[src/rtl/stream_find_max_pkg.sv]
// Shared types and the compare helper for the streaming frame-maximum tracker.
package stream_find_max_pkg;

  localparam int MAX_W = 64;

  typedef enum logic [1:0] {IDLE, ACCUM, HOLD} state_t;

  // Flipping the sign bit maps two's complement order onto unsigned order.
  function automatic logic gt(input logic [MAX_W-1:0] a, input logic [MAX_W-1:0] b,
                              input int unsigned w, input logic signed_mode);
    logic [MAX_W-1:0] m;
    m = signed_mode ? (MAX_W'(1) << (w - 1)) : '0;
    return (a ^ m) > (b ^ m);
  endfunction

endpackage

[src/rtl/stream_find_max_cmp.sv]
// Strict greater-than of two WIDTH-bit values, unsigned or two's complement.
module max_cmp
  import stream_find_max_pkg::*;
#(
  parameter int WIDTH  = 8,
  parameter int SIGNED = 0
) (
  input  logic [WIDTH-1:0] a,
  input  logic [WIDTH-1:0] b,
  output logic             a_gt_b
);

  assign a_gt_b = gt(MAX_W'(a), MAX_W'(b), WIDTH, SIGNED != 0);

endmodule

[src/rtl/stream_find_max.sv]
// Per-frame maximum, index-of-maximum and sample count over a valid/ready stream.
module stream_find_max
  import stream_find_max_pkg::*;
#(
  parameter int WIDTH     = 8,
  parameter int FRAME_LEN = 4,
  parameter int SIGNED    = 0,
  localparam int IDX_W    = (FRAME_LEN > 1) ? $clog2(FRAME_LEN) : 1,
  localparam int CNT_W    = $clog2(FRAME_LEN + 1)
) (
  input  logic             clk,
  input  logic             rst_n,
  input  logic             in_valid,
  output logic             in_ready,
  input  logic [WIDTH-1:0] in_data,
  input  logic             in_last,
  output logic             out_valid,
  input  logic             out_ready,
  output logic [WIDTH-1:0] out_max,
  output logic [IDX_W-1:0] out_idx,
  output logic [CNT_W-1:0] out_count
);

  state_t           state;
  logic [WIDTH-1:0] run_max, nxt_max;
  logic [IDX_W-1:0] run_idx, nxt_idx;
  logic [CNT_W-1:0] cnt, nxt_cnt;
  logic             acc, first, frame_end, in_gt;

  // While holding a result, a new sample is only taken as the old one retires.
  assign in_ready = rst_n && (state != HOLD || out_ready);
  assign acc      = in_valid && in_ready;
  assign first    = (state != ACCUM);

  max_cmp #(.WIDTH(WIDTH), .SIGNED(SIGNED)) u_cmp (
    .a      (in_data),
    .b      (run_max),
    .a_gt_b (in_gt)
  );

  always_comb begin
    nxt_max = run_max;
    nxt_idx = run_idx;
    nxt_cnt = cnt + 1'b1;
    if (first) begin
      nxt_max = in_data;
      nxt_idx = '0;
      nxt_cnt = CNT_W'(1);
    end else if (in_gt) begin
      nxt_max = in_data;
      nxt_idx = IDX_W'(cnt);
    end
  end

  assign frame_end = in_last || (nxt_cnt == CNT_W'(FRAME_LEN));

  always_ff @(posedge clk or negedge rst_n) begin
    if (!rst_n) begin
      state     <= IDLE;
      out_valid <= 1'b0;
      out_max   <= '0;
      out_idx   <= '0;
      out_count <= '0;
      run_max   <= '0;
      run_idx   <= '0;
      cnt       <= '0;
    end else if (acc) begin
      if (frame_end) begin
        state     <= HOLD;
        out_valid <= 1'b1;
        out_max   <= nxt_max;
        out_idx   <= nxt_idx;
        out_count <= nxt_cnt;
      end else begin
        state     <= ACCUM;
        out_valid <= 1'b0;
        run_max   <= nxt_max;
        run_idx   <= nxt_idx;
        cnt       <= nxt_cnt;
      end
    end else if (state == HOLD && out_ready) begin
      state     <= IDLE;
      out_valid <= 1'b0;
    end
  end

endmodule
[config.mk]
export PLATFORM = sky130hd
export DESIGN_NAME = stream_find_max
export DESIGN_NICKNAME = d
export VERILOG_FILES = /design/src/rtl/stream_find_max_pkg.sv /design/src/rtl/stream_find_max_cmp.sv /design/src/rtl/stream_find_max.sv
export SDC_FILE = /design/constraint.sdc
export NUM_CORES = 1
export LEC_CHECK = 0
export ABC_CLOCK_PERIOD_IN_PS = 2000
export CAP_MARGIN = 25
export CORE_ASPECT_RATIO = 0.7
export CORE_MARGIN = 3
export CORE_UTILIZATION = 47
export CTS_CLUSTER_DIAMETER = 50
export DETAILED_ROUTE_END_ITERATION = 16
export GPL_TIMING_DRIVEN = 0
export HOLD_SLACK_MARGIN = 0.15
export PLACE_DENSITY = 0.87
export SYNTH_ARGS = -nofsm -noshare
export SYNTH_HDL_FRONTEND = slang
export SYNTH_SLANG_ARGS = --single-unit
[constraint.sdc]
create_clock -name clk -period 2 [get_ports clk]
set_input_delay 0.3 -clock clk [delete_from_list [all_inputs] [get_ports clk]]
set_output_delay 0.3 -clock clk [all_outputs]
set_load 0.02 [all_outputs]
==> run_results.csv <==
group,metric,value,unit
yosys,synthFlopType,"dfrtp_1",
cells_and_area,num-nets-final,236,
place,post_dp_cell_area,0.00190,mm²
yosys,ys_warn_count,0,
global_route,grt_util_all_layers,0.269,
timing,worst_slack,-0.317,ns
detailed_routing,routed_wirelength,6170,µm
detailed_routing,drc_errors,0,
timing,slew_headroom,0.409,
power,ir_worst_vdd,0.641,mV
timing,tightestPinTransition,0.887,ns
yosys,yosysMostFrequentCell,"dfrtp_1",
critical_path,path_max_fanout,3,
yosys,synthTopCellsByCount,"dfrtp_1 (28), nand2_1 (13), nor2_1 (13)",
clock_tree,cts.sinks,28,
clock_tree,path_clk_slew,0.10,ns
power,p_leak,0.00102,µW
global_route,grt_pass1_vias,1630,
global_route,antenna_found_initial,0,
detailed_routing,ant_nets,0,
run,max_cap_violations,0,
floorplan,fp.dieW,74.9,µm
critical_path,required,2.15,ns
critical_path,crit_path_start_kind,"flip-flop",
timing,timing.fmax,432,MHz
yosys,syn_area,0.00156,mm²
cells_and_area,diodes,0,
cells_and_area,drive_gt1_frac,0.357,
place,portBuffers,27,
place,post-dp-hpwl,2890,µm
global_route,grt_pass1_wl,7990,µm
yosys,yosysTopAreaCell,"dfrtp_1",
detailed_routing,vias_per_cell,6.96,
cells_and_area,fin_util,0.820,
timing,finalSetupViolations,22,
cells_and_area,finalInstanceArea,0.00244,mm²
power,power_density,1260,mW/mm²
yosys,syn_inst,156,
place,globalplace.congestion,0.913,
timing,min_period,2.32,ns
floorplan,placementRows,16,
detailed_routing,drt_iter0_drc,222,
yosys,synth_top_area_share,0.449,
clock_tree,cts_inserted_buffers,3,
yosys,async_flop_share,1.00,
timing,fin_crit_sh,1.16,
critical_path,path_cells,"inv_2 > ha_4 > a21oi_1 > o21a_1 > buf_4 > nor2_4 > buf_4 > o31ai_2 > a31oi_1",
timing,fin_skew,0.00470,ns
yosys,synth_edf_count,0,
yosys,ys_seq_elements,28,
detailed_routing,wl_per_cell,24.8,µm
detailed_routing,first_pass_iters,5,
global_route,grt_max_degree,20,
clock_tree,ctsLongestPathBuffers,2,
clock_tree,htreeDepth,1,
critical_path,crit_top_cell,"buf_4",
yosys,synth_fp_nets,178,
yosys,synth_area_leaders,"dfrtp_1 (45%), ha_1 (7.2%), mux2_2 (5.8%)",
critical_path,critical_path_class,"flip-flop to flip-flop",
critical_path,slowest_delay,0.42,ns
detailed_routing,via_count,1734,
timing,hold_viol,0,
clock_tree,cts_tree,"yes",
hold_path,hold_path.class,"primary input to flip-flop",
yosys,yosysSeqAreaShare,0.449,
global_route,gr-total-overflow,0,
yosys,synth_cell_types,34,
timing,final_max_slew_viol_count,0,
timing,rsz0062_at_grt,"true",
critical_path,arrival,2.47,ns
critical_path,crit_slowest_cell,"dfrtp_1",
clock_tree,clock_latency,0.28,ns
critical_path,end_kind,"flip-flop",
cells_and_area,area_delta_synth_final,56.7,%
status,status,"complete, but fails checks",
status,violations,"negative setup slack",
yosys,syn_area_per_cell,10.0,µm²
floorplan,initial_utilization,0.523,
floorplan,pin_count,28,
floorplan,die_area,0.00406,mm²
clock_tree,root_buffer,"clkbuf_8",
floorplan,die_y,54.2,µm
floorplan,core,0.00298,mm²
## power breakdown
| group | internal (µW) | switching, µW | leakage [µW] |
|---|---|---|---|
| Combinational | 795 | 945 | 0.000647 |
| Sequential | 742 | 143 | 0.000337 |
| Clock | 268 | 190 | 0.0000357 |
## placed cells by master (no fill, tap or decap), types with 8 or more instances in the layout
cell type,instances
a31oi_1,9
nand4_1,11
clkdlybuf4s50_1,17
dfrtp_1,27
nor2_1,11
inv_1,9
mux2_2,8
dlygate4sd2_1,8
buf_4,19
nand2_1,12
## registers in the layout, indices dropped and copies added, names as in the netlist
name       cells
out_max        8
run_max        8
out_valid      1
state          1
run_idx        2
cnt            3
out_count      3
out_idx        2
## metrics by stage
| step | TNS, ns | setup slack [ns] | hold slack (ns) | power [µW] | cells |
|---|---|---|---|---|---|
| 3_5_place_dp | -11.33 | -0.539 | 0.471 | 1870 | 220 |
| 2_1_floorplan | 0 | 0.118 | 0.00441 | 1500 | 156 |
| 6_report | -4.25 | -0.317 | 0.509 | 3080 | 249 |
| 3_3_place_gp | -25.91 | -1.00 | 0.463 | 1810 | 219 |
| 4_1_cts | 0 | 0.000443 | 0.450 | 2580 | 240 |
| 5_1_grt | -5.92 | -0.383 | 0.514 | 3190 | 249 |
## critical path, delay by kind of cell, from the launching register on
family | cells | cell delay, ns
compound gates | 4 | 1.08
simple gates | 1 | 0.05
buf+inv | 3 | 0.42
flops | 1 | 0.42
fa+ha+maj | 1 | 0.21
## area by class of cell
class	instances	area [µm²]
Buffer	6	46.3
Clock buffer	3	41.3
Clock inverter	1	30.0
Fill cell	142	538
Inverter	10	37.5
Multi-Input combinational cell	110	991
Sequential cell	28	702
Tap cell	36	45.0
Timing Repair Buffer	55	552
## final timing paths
check,slack [ns],from,endpoint,depth (start not counted)
max in group asynchronous,1.02,rst_n,cnt[0]$_DFFE_PN0P_,2
min in group asynchronous,0.64,rst_n,run_max[1]$_DFFE_PN0P_,2
max reg2reg,-0.32,run_max[7]$_DFFE_PN0P_,out_max[5]$_DFFE_PN0P_,9
min reg2reg,0.51,run_idx[0]$_DFFE_PN0P_,run_idx[0]$_DFFE_PN0P_,1
max,-0.32,run_max[7]$_DFFE_PN0P_,out_max[5]$_DFFE_PN0P_,9
min,0.51,in_data[3],out_max[3]$_DFFE_PN0P_,3
## repair_timing
action                                  in CTS  in global routing
endpoints found under the setup margin      25                 25
resized for setup                           31                 27
endpoints found under the hold margin        9                  0
setup buffers                               15                 10
hold buffers                                 2                  0
pin swaps                                   16                 23
## layer usage
| layer | global-route usage | vias to the layer above | part of all wire |
|---|---|---|---|
| li1 | - | 695 | - |
| met1 | 0.334 | 816 | 0.36 |
| met2 | 0.435 | 157 | 0.45 |
| met3 | 0.0672 | 66 | 0.10 |
| met4 | 0.139 | 0 | 0.095 |
| met5 | 0 | - | 0 |
## kinds of logic (layout without fill, tap and decap cells)
| family | Yosys count | in the layout | share of synthesized area |
|---|---|---|---|
| AO/OA/AOI/OAI | 40 | 40 | 0.192 |
| XOR/XNOR | 1 | 1 | 0.00561 |
| adder cells (fa/ha/maj) | 9 | 9 | 0.0722 |
| buffers and inverters | 18 | 75 | 0.0529 |
| flip-flops | 28 | 28 | 0.449 |
| multiplexers | 8 | 8 | 0.0577 |
| AND/OR/NAND/NOR | 52 | 52 | 0.170 |
Power figures use the tool's default switching activity.
